`src/rtl/regfile_wb_ctrl_pkg.sv`:
```
// Shared CPU definitions for the write-back path: widths, the x0 index,
// the write-request record and the register file's all-zero word.
`ifndef ZeroWord
`define ZeroWord 32'h0000_0000
`endif

package regfile_wb_ctrl_pkg;

  localparam int XLEN      = 32;
  localparam int NREG      = 32;
  localparam int REG_IDX_W = $clog2(NREG);

  localparam logic [REG_IDX_W-1:0] REG_ZERO = 5'd0;

  typedef struct packed {
    logic                 valid;
    logic [REG_IDX_W-1:0] rd;
    logic [XLEN-1:0]      data;
  } wb_req_t;

endpackage

```
`src/rtl/regfile_wb_ctrl_wb_skid_buf.sv`:
```
// One-entry holding buffer for an ALU result that lost the write port.
// Accepts only while empty; the held entry is offered downstream until taken.
module wb_skid_buf
  import regfile_wb_ctrl_pkg::*;
#(
  parameter int XLEN = 32,
  parameter int RW   = 5
) (
  input  logic            clk,
  input  logic            rst_n,
  input  logic            in_valid,
  output logic            in_ready,
  input  logic [RW-1:0]   in_rd,
  input  logic [XLEN-1:0] in_data,
  output logic            out_valid,
  input  logic            out_ready,
  output logic [RW-1:0]   out_rd,
  output logic [XLEN-1:0] out_data
);

  logic            r_full;
  logic [RW-1:0]   r_rd;
  logic [XLEN-1:0] r_data;
  logic            w_push;
  logic            w_pop;

  assign in_ready  = ~r_full;
  assign w_push    = in_valid & ~r_full;
  assign w_pop     = out_ready & r_full;
  assign out_valid = r_full;
  assign out_rd    = r_rd;
  assign out_data  = r_data;

  // Occupancy flag: the only control state, cleared by reset to drop the entry
  always_ff @(posedge clk or negedge rst_n) begin
    if (!rst_n) begin
      r_full <= 1'b0;
    end else if (w_push) begin
      r_full <= 1'b1;
    end else if (w_pop) begin
      r_full <= 1'b0;
    end
  end

  // Payload capture; contents are meaningless while the flag is clear
  always_ff @(posedge clk) begin
    if (w_push) begin
      r_rd   <= in_rd;
      r_data <= in_data;
    end
  end

endmodule

```
`src/rtl/regfile_wb_ctrl.sv`:
```
// Write-back controller in front of the register file's single write port.
// Arbitrates ALU vs long-latency results, buffers one losing ALU result and
// keeps the per-register busy scoreboard used by decode for RAW/WAW stalls.
module regfile_wb_ctrl
  import regfile_wb_ctrl_pkg::*;
#(
  parameter int XLEN    = 32,
  parameter int NREG    = 32,
  parameter bit LU_PRIO = 1'b1
) (
  input  logic                     clk,
  input  logic                     rst_n,
  input  logic                     issue_valid,
  input  logic [$clog2(NREG)-1:0]  issue_rd,
  output logic                     issue_ready,
  input  logic [$clog2(NREG)-1:0]  rs1_addr,
  input  logic [$clog2(NREG)-1:0]  rs2_addr,
  output logic                     rs1_busy,
  output logic                     rs2_busy,
  input  logic                     alu_valid,
  input  logic [$clog2(NREG)-1:0]  alu_rd,
  input  logic [XLEN-1:0]          alu_data,
  output logic                     alu_ready,
  input  logic                     lu_valid,
  input  logic [$clog2(NREG)-1:0]  lu_rd,
  input  logic [XLEN-1:0]          lu_data,
  output logic                     lu_ready,
  output logic                     wb_en,
  output logic [$clog2(NREG)-1:0]  wb_rd,
  output logic [XLEN-1:0]          wb_data
);

  localparam int RW = $clog2(NREG);

  logic [NREG-1:0] r_busy;
  logic [NREG-1:0] w_busy_nxt;
  logic            r_wb_en;
  logic [RW-1:0]   r_wb_rd;
  logic [XLEN-1:0] r_wb_data;

  logic            w_buf_in_valid;
  logic            w_buf_in_ready;
  logic            w_buf_valid;
  logic [RW-1:0]   w_buf_rd;
  logic [XLEN-1:0] w_buf_data;

  logic            w_alu_src_valid;
  logic [RW-1:0]   w_alu_src_rd;
  logic [XLEN-1:0] w_alu_src_data;
  logic            w_lu_win;
  logic            w_alu_win;
  logic [RW-1:0]   w_win_rd;
  logic [XLEN-1:0] w_win_data;
  logic            w_wr;
  logic            w_issue_fire;

  // A held ALU result competes ahead of any new one so ordering is preserved.
  assign w_alu_src_valid = w_buf_valid | alu_valid;
  assign w_alu_src_rd    = w_buf_valid ? w_buf_rd   : alu_rd;
  assign w_alu_src_data  = w_buf_valid ? w_buf_data : alu_data;

  // Fixed-priority arbitration; the losing ALU side is parked, the losing
  // long-latency side is simply back-pressured.
  assign w_lu_win  = lu_valid & (LU_PRIO | ~w_alu_src_valid);
  assign w_alu_win = w_alu_src_valid & ~w_lu_win;

  assign w_win_rd   = w_lu_win ? lu_rd   : w_alu_src_rd;
  assign w_win_data = w_lu_win ? lu_data : w_alu_src_data;
  assign w_wr       = (w_lu_win | w_alu_win) & (w_win_rd != REG_ZERO);

  // New ALU result goes to the buffer only when the long-latency path took the port.
  assign w_buf_in_valid = alu_valid & w_lu_win;
  assign alu_ready      = w_buf_in_ready;
  assign lu_ready       = LU_PRIO | ~w_alu_src_valid;

  wb_skid_buf #(
    .XLEN (XLEN),
    .RW   (RW)
  ) u_alu_buf (
    .clk       (clk),
    .rst_n     (rst_n),
    .in_valid  (w_buf_in_valid),
    .in_ready  (w_buf_in_ready),
    .in_rd     (alu_rd),
    .in_data   (alu_data),
    .out_valid (w_buf_valid),
    .out_ready (w_alu_win),
    .out_rd    (w_buf_rd),
    .out_data  (w_buf_data)
  );

  assign issue_ready  = ~r_busy[issue_rd];
  assign w_issue_fire = issue_valid & issue_ready;
  assign rs1_busy     = r_busy[rs1_addr];
  assign rs2_busy     = r_busy[rs2_addr];

  // Scoreboard next state: write-back clears, issue sets afterwards so set wins; x0 never busy
  always_comb begin
    w_busy_nxt = r_busy;
    if (w_wr) begin
      w_busy_nxt[w_win_rd] = 1'b0;
    end
    if (w_issue_fire) begin
      w_busy_nxt[issue_rd] = 1'b1;
    end
    w_busy_nxt[0] = 1'b0;
  end

  // Scoreboard register
  always_ff @(posedge clk or negedge rst_n) begin
    if (!rst_n) begin
      r_busy <= '0;
    end else begin
      r_busy <= w_busy_nxt;
    end
  end

  // Write-port register: the file writes on the following negedge; address/data hold when idle
  always_ff @(posedge clk or negedge rst_n) begin
    if (!rst_n) begin
      r_wb_en   <= 1'b0;
      r_wb_rd   <= '0;
      r_wb_data <= '0;
    end else begin
      r_wb_en <= w_wr;
      if (w_wr) begin
        r_wb_rd   <= w_win_rd;
        r_wb_data <= w_win_data;
      end
    end
  end

  assign wb_en   = r_wb_en;
  assign wb_rd   = r_wb_rd;
  assign wb_data = r_wb_data;

endmodule

```
`config.mk`:
```
export PLATFORM = sky130hd
export DESIGN_NAME = regfile_wb_ctrl
export DESIGN_NICKNAME = d
export VERILOG_FILES = /design/src/rtl/regfile_wb_ctrl_pkg.sv /design/src/rtl/regfile_wb_ctrl_wb_skid_buf.sv /design/src/rtl/regfile_wb_ctrl.sv
export SDC_FILE = /design/constraint.sdc
export NUM_CORES = 1
export LEC_CHECK = 0
export ABC_AREA = 1
export BUFFER_PORTS_ARGS = -buffer_cell sky130_fd_sc_hd__buf_4
export CORE_MARGIN = 2
export CORE_UTILIZATION = 45
export DETAILED_ROUTE_END_ITERATION = 8
export HOLD_SLACK_MARGIN = 0.06
export PLACE_DENSITY = 0.76
export SLEW_MARGIN = 20
export SYNTH_ARGS = -nofsm -noshare
export SYNTH_HDL_FRONTEND = slang
export SYNTH_SLANG_ARGS = --single-unit
export TNS_END_PERCENT = 10
```
`constraint.sdc`:
```
create_clock -name clk -period 7.2 [get_ports clk]
set_input_delay 0.72 -clock clk [delete_from_list [all_inputs] [get_ports clk]]
set_output_delay 0.72 -clock clk [all_outputs]
set_load 0.03 [all_outputs]
```
# Word-level counts from Yosys, hierarchy flattened
# Index checks and enable logic that the tools add are counted.
[op_classes] magnitude_cmp=6 muxes=18 bitwise=14 reduce_logical=4
[ops] op="2-to-1 mux 32 bit" count=4
[ops] op="bitwise AND 32 bit" count=1
[ops] op="inverter 32 bit" count=1
[ops] op="bitwise OR 32 bit" count=1
[ops] op="< comparator 5 x 6 -> 1 bit (second input constant)" count=4
[ops] op="binary-select mux 1 bit (select 5 bit)" count=3
[ops] op="demux 1 bit (select 5 bit)" count=2
[ops] op=">= comparator 5 x 1 -> 1 bit (second input constant)" count=2
[ops] op="2-to-1 mux 5 bit" count=2
[ops] op="2-to-1 mux 1 bit" count=7
[ops] op="bitwise AND 1 bit" count=6
[ops] op="nonzero test 5 bit" count=1
[ops] op="inverter 1 bit" count=3
[ops] op="logical AND 1 bit" count=2
[ops] op="bitwise OR 1 bit" count=2
[ops] op="nonzero test 2 bit" count=1
[totals] regBits=107 input_bits=94 out_inout_bits=43 elab_cells=49

# Depth between registers and ports, before layout
# Gate-level depths: netlist of the first run.
[depth] ltp_word=11 depth_mapped=13 depth_no_buf=10

# Cells and area by module
# From an unflattened synthesis of the first run, not the netlist that was laid out.
[unflattened] hier_cells=808 area_unflattened_um2=6132.1
[modules_own_cells] mod="regfile_wb_ctrl" n_inst=1 cells_each=764 area_per_inst_um2=4968.5 seq_area_each_um2=1726.7
[modules_own_cells] mod="wb_skid_buf" n_inst=1 cells_each=44 area_per_inst_um2=1163.6 seq_area_each_um2=1136.1

# Worst setup path after synthesis of the first run
# No wires, ideal clock.
[synth_path] kind="input to register" startpoint="input lu_valid" endpoint="register u_alu_buf.r_data[0], in the netlist u_alu_buf.out_data[0] (enable)" setup_ns=0.477 arrival_ns=3.913 t_required_ns=6.723 setup_slack_ns=2.810 path_stages=5 n_path_buf=3 cell_sequence="inv_2 buf_2 clkbuf_1 clkbuf_1 nor3_1"
[synth_between] elab_chain_cells=2
[synth_lines] element="start: declaration" line="regfile_wb_ctrl.sv:24" rtl="input logic lu_valid,"
[synth_lines] element="bitwise AND 1 bit" line="regfile_wb_ctrl.sv:72" rtl="assign w_buf_in_valid = alu_valid & w_lu_win;"
[synth_lines] element="bitwise AND 1 bit" line="regfile_wb_ctrl_wb_skid_buf.sv:28" rtl="assign w_push = in_valid & ~r_full;"
[synth_lines] element="named net u_alu_buf.w_push" line="regfile_wb_ctrl_wb_skid_buf.sv:24" rtl="logic w_push;"
[synth_lines] element="end signal: assignment" line="regfile_wb_ctrl_wb_skid_buf.sv:49" rtl="r_data <= in_data;"
[synth_lines] element="end: declaration" line="regfile_wb_ctrl_wb_skid_buf.sv:23" rtl="logic [XLEN-1:0] r_data;"
# The timed path passes the listed nets, and every way through them passes these cells.
# A chain may end at the register's enable or synchronous reset.

# Worst setup path in the final report of the first run
[layout_path] startpoint="input lu_valid" endpoint="register r_wb_data[31], in the netlist wb_data[31]"
[layout_between] elab_chain_cells=4 word_cells_on_any_way=7 classes_between="mux: 2; bitwise: 4; reduce/logical: 1"
[layout_lines] element="inverter 1 bit" line="regfile_wb_ctrl.sv:65" rtl="assign w_alu_win = w_alu_src_valid & ~w_lu_win;"
[layout_lines] element="bitwise AND 1 bit" line="regfile_wb_ctrl.sv:65"
[layout_lines] element="bitwise OR 1 bit" line="regfile_wb_ctrl.sv:69" rtl="assign w_wr = (w_lu_win | w_alu_win) & (w_win_rd != REG_ZERO);"
[layout_lines] element="bitwise AND 1 bit" line="regfile_wb_ctrl.sv:69"
[layout_lines] element="end signal: assignment" line="regfile_wb_ctrl.sv:128" rtl="r_wb_data <= w_win_data;"
[layout_lines] element="end: declaration" line="regfile_wb_ctrl.sv:39" rtl="logic [XLEN-1:0] r_wb_data;"
# Several ways; a longest one is shown, not always the timed one.

==> flow_summary_export.csv, run 1 <==
group,metric,value,unit
outcome,outcome,"complete, no violations",
critical_path,critPathKind,"in -> reg",
pwr,vdd_drop_max,0.1507,mV
clock_tree,clockBufferDepth,2,
timing,hold_viol,0,
grt,first_global_vias,5391,
yosys,ys_seq_area_share,48.48,%
timing,timing.final.crit_share,45.49,%
layout,nFillCells,1189,
critical_path,path_common_cell,"buf_4",
yosys,synth.cell_area,0.005904,mm2
clock_tree,ctsHoldBuffers,0,
critical_path,cp_slowest_stage_delay,0.72,ns
floorplanning,coreArea,0.01272,mm2
clock_tree,worstSkewPairLatency,0.36,ns
pwr,leakagePower,3.327,nW
clock_tree,cts_made_buffers,9,
timing,grt_setup_unrepaired,"no",
clock_tree,cts_max_level,3,
route,viasPerCell,5.372,
floorplanning,io_pins,137,
critical_path,crit_chain,"buf_4 > clkinv_2 > o21ai_1 > inv_2 > nor2_4 > nand2_1 > nand2_2 > buf_4 > o21ai_0",
floorplanning,start_util,46.41,%
timing,max_slew_margin,36.35,%
timing,finalMaxSlewViolations,0,
critical_path,startpoint_type,"input pin",
grt,overflow,0,
route,wl_per_cell,16.05,um
critical_path,critPathRequiredTime,7.41,ns
timing,clock.fmax,0.3053,GHz
clock_tree,root_buffer,"clkbuf_16",
timing,setup_violations,0,
floorplanning,fp.dieH,118.5,um
yosys,ys_ff_latch,107,
clock_tree,clkSinkCount,107,
route,first_iter_violations,579,
yosys,synth.net_count,895,
placed_design,dp_hpwl,11900,um
route,wirelength,17410,um
timing,period_minus_slack,3.275,ns
route,drtPass1Iterations,5,
floorplanning,die-area,0.01405,mm2
grt,grt_pass1_wl,28290,um
yosys,yosysWarnings,0,
layout,num-nets-final,1002,
critical_path,r2r_slack,4.67,ns
flow_run,drv_cap,0,
yosys,syn_inst,801,
timing,worst_pin_slew,0.9537,ns
route,vias,5829,
timing,tns,0,ns
timing,hold-worst-slack,0.4726,ns
clock_tree,cts_tree,"yes",
floorplanning,die_w,118.5,um
yosys,synth_cell_types,26,
route,ant_nets,0,
layout,drive_gt1_share,18.51,%
placed_design,port_buffers,135,
floorplanning,rows,41,
placed_design,gp_congestion,0.9044,
timing,skew,0.009763,ns
clock_tree,clk_pin_slew_worst_paths,0.07,ns
clock_tree,cts_resized,0,
pwr,power_density,246.3,mW/mm2
critical_path,cp_max_fo,78,
yosys,syn_avg_cell_area,7.371,um2
grt,antenna_found_initial,0,
layout,diodes,0,
min_path,hold_path_class,"in -> async",
critical_path,cp.arrival,3.48,ns
route,drc_errors,0,
grt,grt_start_max_net_pins,79,
grt,grtUsageTotal,25.20,%
clock_tree,cts_setup_buffers,0,
critical_path,cpMaxStageDelayCell,"clkinv_2",
critical_path,endpoint_kind,"register",
layout,synthToLayoutAreaGrowth,22.74,%
## worst paths after layout
check	cells after the start	from	end
min in group clk	2	wb_rd[1]	wb_rd[1]
min reg2reg	2	wb_rd[1]	wb_rd[1]
max	9	lu_valid	wb_data[31]
min	1	rst_n	r_busy[11]
max in group asynchronous	1	rst_n	r_busy[27]
max reg2reg	10	u_alu_buf.out_valid	wb_data[31]
## flip-flops by register name, summed over array words and instances (netlist names)
register and count:
u_alu_buf.out_data 32, u_alu_buf.out_rd 5, u_alu_buf.out_valid 1, wb_en 1
r_busy 31, wb_rd 5, wb_data 32
## metal layers
metal | part of all wire [%] | routed length [um] | track usage (%)
met5 | 0 | 0 | 0
met4 | 2.8 | 490 | 9.003
met3 | 9.4 | 1641 | 6.950
met2 | 45 | 7876 | 37.97
met1 | 43 | 7404 | 34.85
## power breakdown
group / leakage (nW) / switching, W / internal [W]
Sequential: 1.19 / 0.000104 / 0.000718
Clock: 0.146 / 0.000239 / 0.000275
Combinational: 1.99 / 0.000282 / 0.000168
Total: 3.33 / 0.000625 / 0.00116
## layout make-up
cell class	instances	area (um2)	area share, %
inverters	35	132.6	1.830
clock inverters	7	78.83	1.088
multi-input cells	615	2681	37.00
well taps	172	215.2	2.970
flip-flops and latches	107	2863	39.50
clock buffers	9	225.2	3.108
repair buffers	140	1051	14.50
## logic make-up after synthesis
kind of cell           synth area share, %
flip-flops                           48.48
AND/OR/NAND/NOR                      36.91
other                              0.06351
AO/OA/AOI/OAI                        8.264
buffers and inverters                6.272
## through the flow
step	utilization (%)	cells	setup WS [ns]	instance area, um2	power [W]
5_1_grt	56.96	1085	3.639	7247	0.001871
3_5_place_dp	54.56	1069	3.711	6942	0.001271
2_1_floorplan	-	801	2.810	5904	0.001080
3_3_place_gp	54.56	1069	3.854	6942	0.001266
4_1_cts	56.95	1085	4.064	7246	0.001775
6_report	56.96	1085	3.925	7247	0.001785
## Yosys cell counts
master    number  area (um2)
o211ai_1       4       30.03
conb_1         1       3.750
inv_1         25       93.84
and2_1         1       6.260
inv_2          6       22.52
nor3_1        10       50.05
nand3_1       91       455.4
nand2_2        1       6.260
o21ai_0       44       220.2
o21ai_1       35       175.2
nor2_1        47       176.4
buf_2         11       55.05
clkbuf_1      21       78.83
a21oi_1        9       45.04
buf_4          4       30.03
nor2b_1        1       6.260
nor3_2         1       10.01
clkinv_1       4       15.01
buf_1          2       7.510
o21ai_2        2       17.52
buf_6          6       67.56
dfrtp_1       70        1752
nand4_1       32       200.2
nand2_1      335        1257
nor2_4         1       11.26
edfxtp_1      37        1111
## critical path, delay by kind of cell
family,cells,cell delay (ns)
compound gates,2,0.89
buf+inv,4,1.50
simple gates,3,0.31
## cell usage in the layout, fill, tap and decap left out, types with 2 or more instances in the layout
cell and n:
a21oi_1 9, buf_4 140, clkbuf_16 9, clkinv_1 5, dfrtp_1 70, edfxtp_1 37
inv_1 25, inv_2 5, inv_6 3, nand2_1 334, nand2_2 2, nand3_1 91
nand4_1 32, nor2_1 46, nor3_1 9, nor3_2 2, o211ai_1 4, o21ai_0 44
o21ai_1 35, o21ai_2 2
No activity file was read; power rests on OpenSTA's default activity.
==> run 2, diff against run 1 <==
--- a/config.mk
+++ b/config.mk
@@ -5,7 +5,7 @@
 export SDC_FILE = /design/constraint.sdc
 export NUM_CORES = 1
 export LEC_CHECK = 0
-export ABC_AREA = 1
+export ABC_AREA = 0
 export BUFFER_PORTS_ARGS = -buffer_cell sky130_fd_sc_hd__buf_4
 export CORE_MARGIN = 2
 export CORE_UTILIZATION = 45
==> constraint.sdc (replaced) <==
create_clock -name clk -period 3.2 [get_ports clk]
set_input_delay 0.32 -clock clk [delete_from_list [all_inputs] [get_ports clk]]
set_output_delay 0.32 -clock clk [all_outputs]
set_load 0.03 [all_outputs]
==> run 2 against run 1 <==
Combinational power is 140% higher; clock power is 110% higher; count of clock-buffer cells in the layout up 4; largest cell class unchanged; synthesized area shrank 4.7%.
==> flow_summary_export.csv, run 2 <==
group,metric,value,unit
outcome,outcome,"complete, no violations",
yosys,synth-edff-count,37,
critical_path,cp.arrival,2.33,ns
yosys,synth_compound_area_share,11.51,%
timing,finalMaxSlewViolations,0,
floorplanning,rows,40,
yosys,synth.net_count,540,
yosys,synth_top_family_by_area,"multiplexers",
timing,timing.final.crit_share,82.90,%
clock_tree,cts_tree,"yes",
yosys,synth.area.top_cells,"dfrtp_1 (31%), edfxtp_1 (20%), mux4_2 (10%)",
critical_path,critPathRequiredTime,2.88,ns
layout,synthToLayoutAreaGrowth,25.01,%
layout,nFillCells,1028,
layout,drive_gt1_share,38.11,%
clock_tree,ctsHoldBuffers,0,
critical_path,endpoint_kind,"output port",
critical_path,crit_path_start,"r_busy[28]",
min_path,hold_path_class,"in -> async",
timing,max_slew_margin,40.17,%
timing,setup_violations,0,
route,ant_nets,0,
clock_tree,clk_pin_slew_worst_paths,0.07,ns
floorplanning,start_util,46.48,%
critical_path,startpoint_type,"register",
yosys,yosysMostFrequentCell,"o21ai_0",
layout,num-nets-final,661,
critical_path,r2r_end,"wb_data[3]",
pwr,power_density,572.4,mW/mm2
clock_tree,root_buffer,"clkbuf_16",
critical_path,path_depth,6,
timing,hold-worst-slack,0.09140,ns
yosys,synth-main-ff-cell,"dfrtp_1",
placed_design,gp_congestion,0.9111,
pwr,total_power,0.004028,W
route,drtPass1Iterations,5,
grt,grtUsageTotal,21.85,%
critical_path,worstReg2RegStart,"u_alu_buf.out_valid",
yosys,ys_seq_area_share,50.86,%
timing,period_minus_slack,2.653,ns
clock_tree,cts_made_buffers,9,
clock_tree,clkSinkCount,107,
yosys,async_flop_share,65.42,%
route,viasPerCell,5.718,
timing,grt_setup_unrepaired,"no",
grt,overflow,0,
timing,worst_pin_slew,0.8974,ns
yosys,yosysTopAreaCell,"dfrtp_1",
route,drc_errors,0,
layout,layout_commonest_cell,"buf_4",
placed_design,preCtsSetupSlack,0.7012,ns
clock_tree,cts_setup_buffers,0,
layout,diodes,0,
clock_tree,worstSkewPairLatency,0.35,ns
yosys,syn_inst,446,
critical_path,critPathTopFamily,"multiplexers",
yosys,yosys.area.top_type_share,31.12,%
yosys,yosys.area_share.simple,7.002,%
yosys,synth_cell_types,40,
critical_path,cpMaxStageDelayCell,"mux4_2",
clock_tree,cts_max_level,3,
timing,clock.fmax,0.3769,GHz
grt,grt_start_max_net_pins,71,
floorplanning,coreArea,0.01211,mm2
critical_path,crit_chain,"mux4_2 > or3b_1 > o211ai_1 > a31oi_1 > a211oi_1 > buf_4",
grt,first_global_vias,4451,
yosys,ys_top_cells_by_count,"o21ai_0 (76), dfrtp_1 (70), nand2_1 (44)",
yosys,synth.cell_area,0.005629,mm2
placed_design,port_buffers,135,
critical_path,reg2reg_depth,6,
critical_path,r2r_slack,0.92,ns
flow_run,drv_cap,0,
yosys,synth_xor_area_share,0,%
clock_tree,clockBufferDepth,2,
route,vias,4231,
route,wl_per_cell,18.74,um
grt,antenna_found_initial,0,
route,wirelength,13870,um
timing,setup_ws,0.5471,ns
critical_path,cp-endpoint,"issue_ready",
grt,grt_pass1_wl,22600,um
clock_tree,cts_resized,0,
critical_path,cp_max_fo,5,
floorplanning,die-area,0.01342,mm2
floorplanning,fp.dieH,115.8,um
floorplanning,io_pins,137,
critical_path,cp_num_buf_inv,1,
floorplanning,die_w,115.8,um
pwr,vdd_drop_max,0.3336,mV
layout,layout_common_cells,"buf_4 (138), o21ai_0 (76), dfrtp_1 (69)",
timing,skew,0.006428,ns
pwr,leakagePower,2.996,nW
critical_path,cp_slowest_stage_delay,0.47,ns
placed_design,dp_hpwl,9931,um
yosys,syn_avg_cell_area,12.62,um2
yosys,ys_ff_latch,107,
yosys,yosysWarnings,0,
critical_path,critPathKind,"reg -> out",
yosys,synthAdderAreaFrac,0,%
timing,tns,0,ns
yosys,muxShareOfSynthArea,27.70,%
timing,hold_viol,0,
route,first_iter_violations,285,
[run 2: cell count changes in the layout (fill, tap and decap cells not counted), sizes merged, moves of 5 or more]
cell,previous run,this run
inv,34,3
mux2i,0,40
nand3,91,12
nand4,32,0
o21ai,81,100
nand3b,0,5
or3,0,5
mux4,0,26
nor3,11,2
mux2,0,39
nand2,336,44
nor2,48,2
[run 2: where the power goes]
group | switching, W | internal (W) | leakage [nW]
Clock | 0.000474 | 0.000626 | 0.141
Sequential | 0.000217 | 0.00163 | 1.20
Combinational | 0.000520 | 0.000564 | 1.65
Total | 0.00121 | 0.00282 | 3.00
[run 2: metrics by stage]
| stage | area (um2) | utilization [%] | instances |
|---|---|---|---|
| 2_1_floorplan | 5629 | - | 446 |
| 3_3_place_gp | 6748 | 55.71 | 724 |
| 3_5_place_dp | 6748 | 55.71 | 724 |
| 4_1_cts | 7037 | 58.10 | 740 |
| 5_1_grt | 7037 | 58.10 | 740 |
| 6_report | 7037 | 58.10 | 740 |
[run 2: worst min-delay path by stage]
stage / start / end / slack (ns) / cells after the start
6_report: rst_n / wb_data[10] / 0.09 / 1
5_1_grt: alu_data[3] / u_alu_buf.out_data[3] / 0.14 / 1
4_1_cts: rst_n / wb_data[2] / 0.13 / 1
3_5_place_dp: wb_data[1] / wb_data[1] / 0.48 / 1
3_3_place_gp: wb_data[3] / wb_data[3] / 0.48 / 1
2_1_floorplan: rst_n / r_busy[10] / 0.02 / 0
[run 2: metal layers]
metal,track usage [%],part of all wire (%),up-vias
met4,9.048,1.8,0
met5,0,0,-
met2,33.10,46,184
met3,5.805,8.3,21
li1,-,-,1922
met1,30.11,44,2104
[run 2: cells by family after synthesis]
logic type | count (synthesis)
compound gates | 121
buf+inv | 32
flops | 107
mux | 105
other cells | 1
simple gates | 80
[run 2: layout make-up]
class / count / area [um2] / area share (%)
clock buffer: 13 / 250.2 / 3.556
clock inverter: 3 / 38.79 / 0.5512
inverter: 3 / 11.26 / 0.1600
multi-input combinational: 307 / 2606 / 37.04
sequential: 107 / 2864 / 40.70
tap: 168 / 210.2 / 2.987
timing repair buffer: 139 / 1056 / 15.01
[run 2: worst register-to-register path, delay by kind of cell, from the launching register on]
family	cells	cell delay, ns
mux	3	0.99
buf+inv	1	0.22
simple gates	1	0.27
compound gates	1	0.11
flops	1	0.59
==> run 3, diff against run 2 <==
--- a/config.mk
+++ b/config.mk
@@ -5,13 +5,13 @@
 export SDC_FILE = /design/constraint.sdc
 export NUM_CORES = 1
 export LEC_CHECK = 0
-export ABC_AREA = 0
+export ABC_AREA = 1
 export BUFFER_PORTS_ARGS = -buffer_cell sky130_fd_sc_hd__buf_4
 export CORE_MARGIN = 2
 export CORE_UTILIZATION = 45
 export DETAILED_ROUTE_END_ITERATION = 8
 export HOLD_SLACK_MARGIN = 0.06
-export PLACE_DENSITY = 0.76
+export PLACE_DENSITY = 0.78
 export SLEW_MARGIN = 20
 export SYNTH_ARGS = -nofsm -noshare
 export SYNTH_HDL_FRONTEND = slang
==> constraint.sdc (replaced) <==
create_clock -name clk -period 2.3 [get_ports clk]
set_input_delay 0.23 -clock clk [delete_from_list [all_inputs] [get_ports clk]]
set_output_delay 0.23 -clock clk [all_outputs]
set_load 0.03 [all_outputs]
==> run 3 against run 2 <==
Die area is 4.7% higher; core utilization is 2.2 points higher; sequential power grew 41%; final area grew 9.0%; critical endpoint is now r_busy[11]; non-clock buffer count grew 46; final cell count increased by 53%; power grew 37%.
==> flow_summary_export.csv, run 3 (same netlist as run 1, synthesis figures left out) <==
group,metric,value,unit
outcome,outcome,"complete, no violations",
layout,layout_commonest_cell,"nand2_1",
clock_tree,ctsHoldBuffers,36,
route,drtPass1Iterations,5,
grt,overflow,0,
pwr,leakagePower,3.518,nW
clock_tree,clkSinkCount,107,
clock_tree,cts_setup_buffers,0,
grt,grt_pass1_wl,30160,um
min_path,hold_path_class,"in -> reg",
clock_tree,cts_max_level,3,
layout,diodes,0,
timing,tns,0,ns
pwr,power_density,720.5,mW/mm2
route,ant_nets,0,
timing,clock.fmax,0.4733,GHz
grt,antenna_found_initial,0,
critical_path,path_common_cell,"nand2_1",
timing,skew,0.005467,ns
flow_run,drv_cap,0,
floorplanning,fp.dieH,118.5,um
placed_design,gp_congestion,0.9884,
timing,finalMaxSlewViolations,0,
critical_path,critPathKind,"reg -> reg",
floorplanning,coreArea,0.01272,mm2
clock_tree,clk_pin_slew_worst_paths,0.07,ns
timing,setup_violations,0,
layout,fin_util,60.29,%
clock_tree,clockBufferDepth,2,
layout,num-nets-final,1047,
route,vias,6123,
timing,hold_viol,0,
critical_path,cp_slowest_stage_delay,0.59,ns
critical_path,crit_chain,"buf_4 > nand2_1 > nand3_1 > o21ai_1 > inv_1 > nand2_1 > nor2_1 > nand2_1 > nand2_1 > nand2_1",
critical_path,cp_num_buf_inv,2,
floorplanning,rows,41,
critical_path,critPathRequiredTime,2.54,ns
floorplanning,io_pins,137,
route,viasPerCell,5.419,
critical_path,critPathTopFamily,"simple AND/OR/NAND/NOR gates",
floorplanning,die-area,0.01405,mm2
critical_path,cpMaxStageDelayCell,"nor2_1",
layout,synthToLayoutAreaGrowth,29.90,%
floorplanning,start_util,46.41,%
critical_path,cp_max_fo,24,
timing,hold-worst-slack,0.07128,ns
placed_design,port_buffers,135,
timing,worst_pin_slew,0.7546,ns
grt,first_global_vias,5975,
pwr,vdd_drop_max,0.5289,mV
grt,grtUsageTotal,26.94,%
route,wl_per_cell,16.45,um
critical_path,startpoint_type,"register",
route,first_iter_violations,457,
clock_tree,cts_resized,0,
route,wirelength,18590,um
placed_design,dp_hpwl,12650,um
critical_path,cp.arrival,2.35,ns
placed_design,placed_area,0.007041,mm2
timing,timing.final.crit_share,91.87,%
route,drc_errors,0,
timing,max_slew_margin,49.51,%
layout,drive_gt1_share,18.58,%
timing,grt_setup_unrepaired,"no",
clock_tree,cts_made_buffers,9,
layout,layout_common_cells,"nand2_1 (334), buf_4 (147), nand3_1 (91)",
grt,grt_start_max_net_pins,50,
critical_path,endpoint_kind,"register",
timing,period_minus_slack,2.113,ns
floorplanning,die_w,118.5,um
clock_tree,root_buffer,"clkbuf_16",
layout,fin_area,0.007670,mm2
clock_tree,cts_tree,"yes",
clock_tree,worstSkewPairLatency,0.35,ns
run 3: cell count changes in the layout (fill, tap and decap cells not counted), sizes merged, moves of 9 or more:
| cell | delta |
|---|---|
| nand3 | +79 |
| nor3 | +9 |
| nand4 | +32 |
| nor2 | +46 |
| nand2 | +292 |
| dlygate4sd3 | +36 |
| inv | +30 |
| mux4 | -26 |
| mux2i | -40 |
| buf | +10 |
| mux2 | -39 |
| o21ai | -19 |
run 3: power breakdown:
group / internal, W / switching, W
registers: 0.00225 / 0.000348
logic: 0.000584 / 0.000906
clock network: 0.000737 / 0.000704
run 3: layout make-up:
class / instances / area [um2]
fill: 1205 / 5052
sequential: 107 / 2863
multi-input combinational: 615 / 2688
timing repair buffer: 185 / 1504
clock buffer: 10 / 229.0
tap: 172 / 215.2
inverter: 35 / 131.4
clock inverter: 6 / 40.04
run 3: per-layer routing:
layer  share of wire [%]  vias up  track usage [%]
met5                   0        -                0
met4                 3.3        0            10.04
li1                    -     2952                -
met2                  48      258            43.75
met1                  41     2859            34.60
met3                 8.4       54            6.998
run 3: final timing paths:
check                                     from                  end  slack (ns)  cells after the start
max                        u_alu_buf.out_valid           r_busy[11]        0.19                     10
min                                  alu_rd[4]  u_alu_buf.out_rd[4]        0.07                      1
max reg2reg                u_alu_buf.out_valid           r_busy[11]        0.19                     10
min reg2reg                          r_busy[6]            r_busy[6]        0.48                      2
max in group asynchronous                rst_n          wb_data[15]        1.32                      3
min in group asynchronous                rst_n            r_busy[3]        0.42                      2
run 3: stage by stage:
stage | instances | total power (W) | worst slack (ns)
after CTS | 1130 | 0.005525 | 0.2695
after global placement | 1078 | 0.004013 | 0.3656
final | 1130 | 0.005526 | 0.1870
after global routing | 1130 | 0.005810 | 0.02853
after detailed placement | 1078 | 0.004035 | 0.2912
after floorplan | 801 | 0.003382 | 0.08474
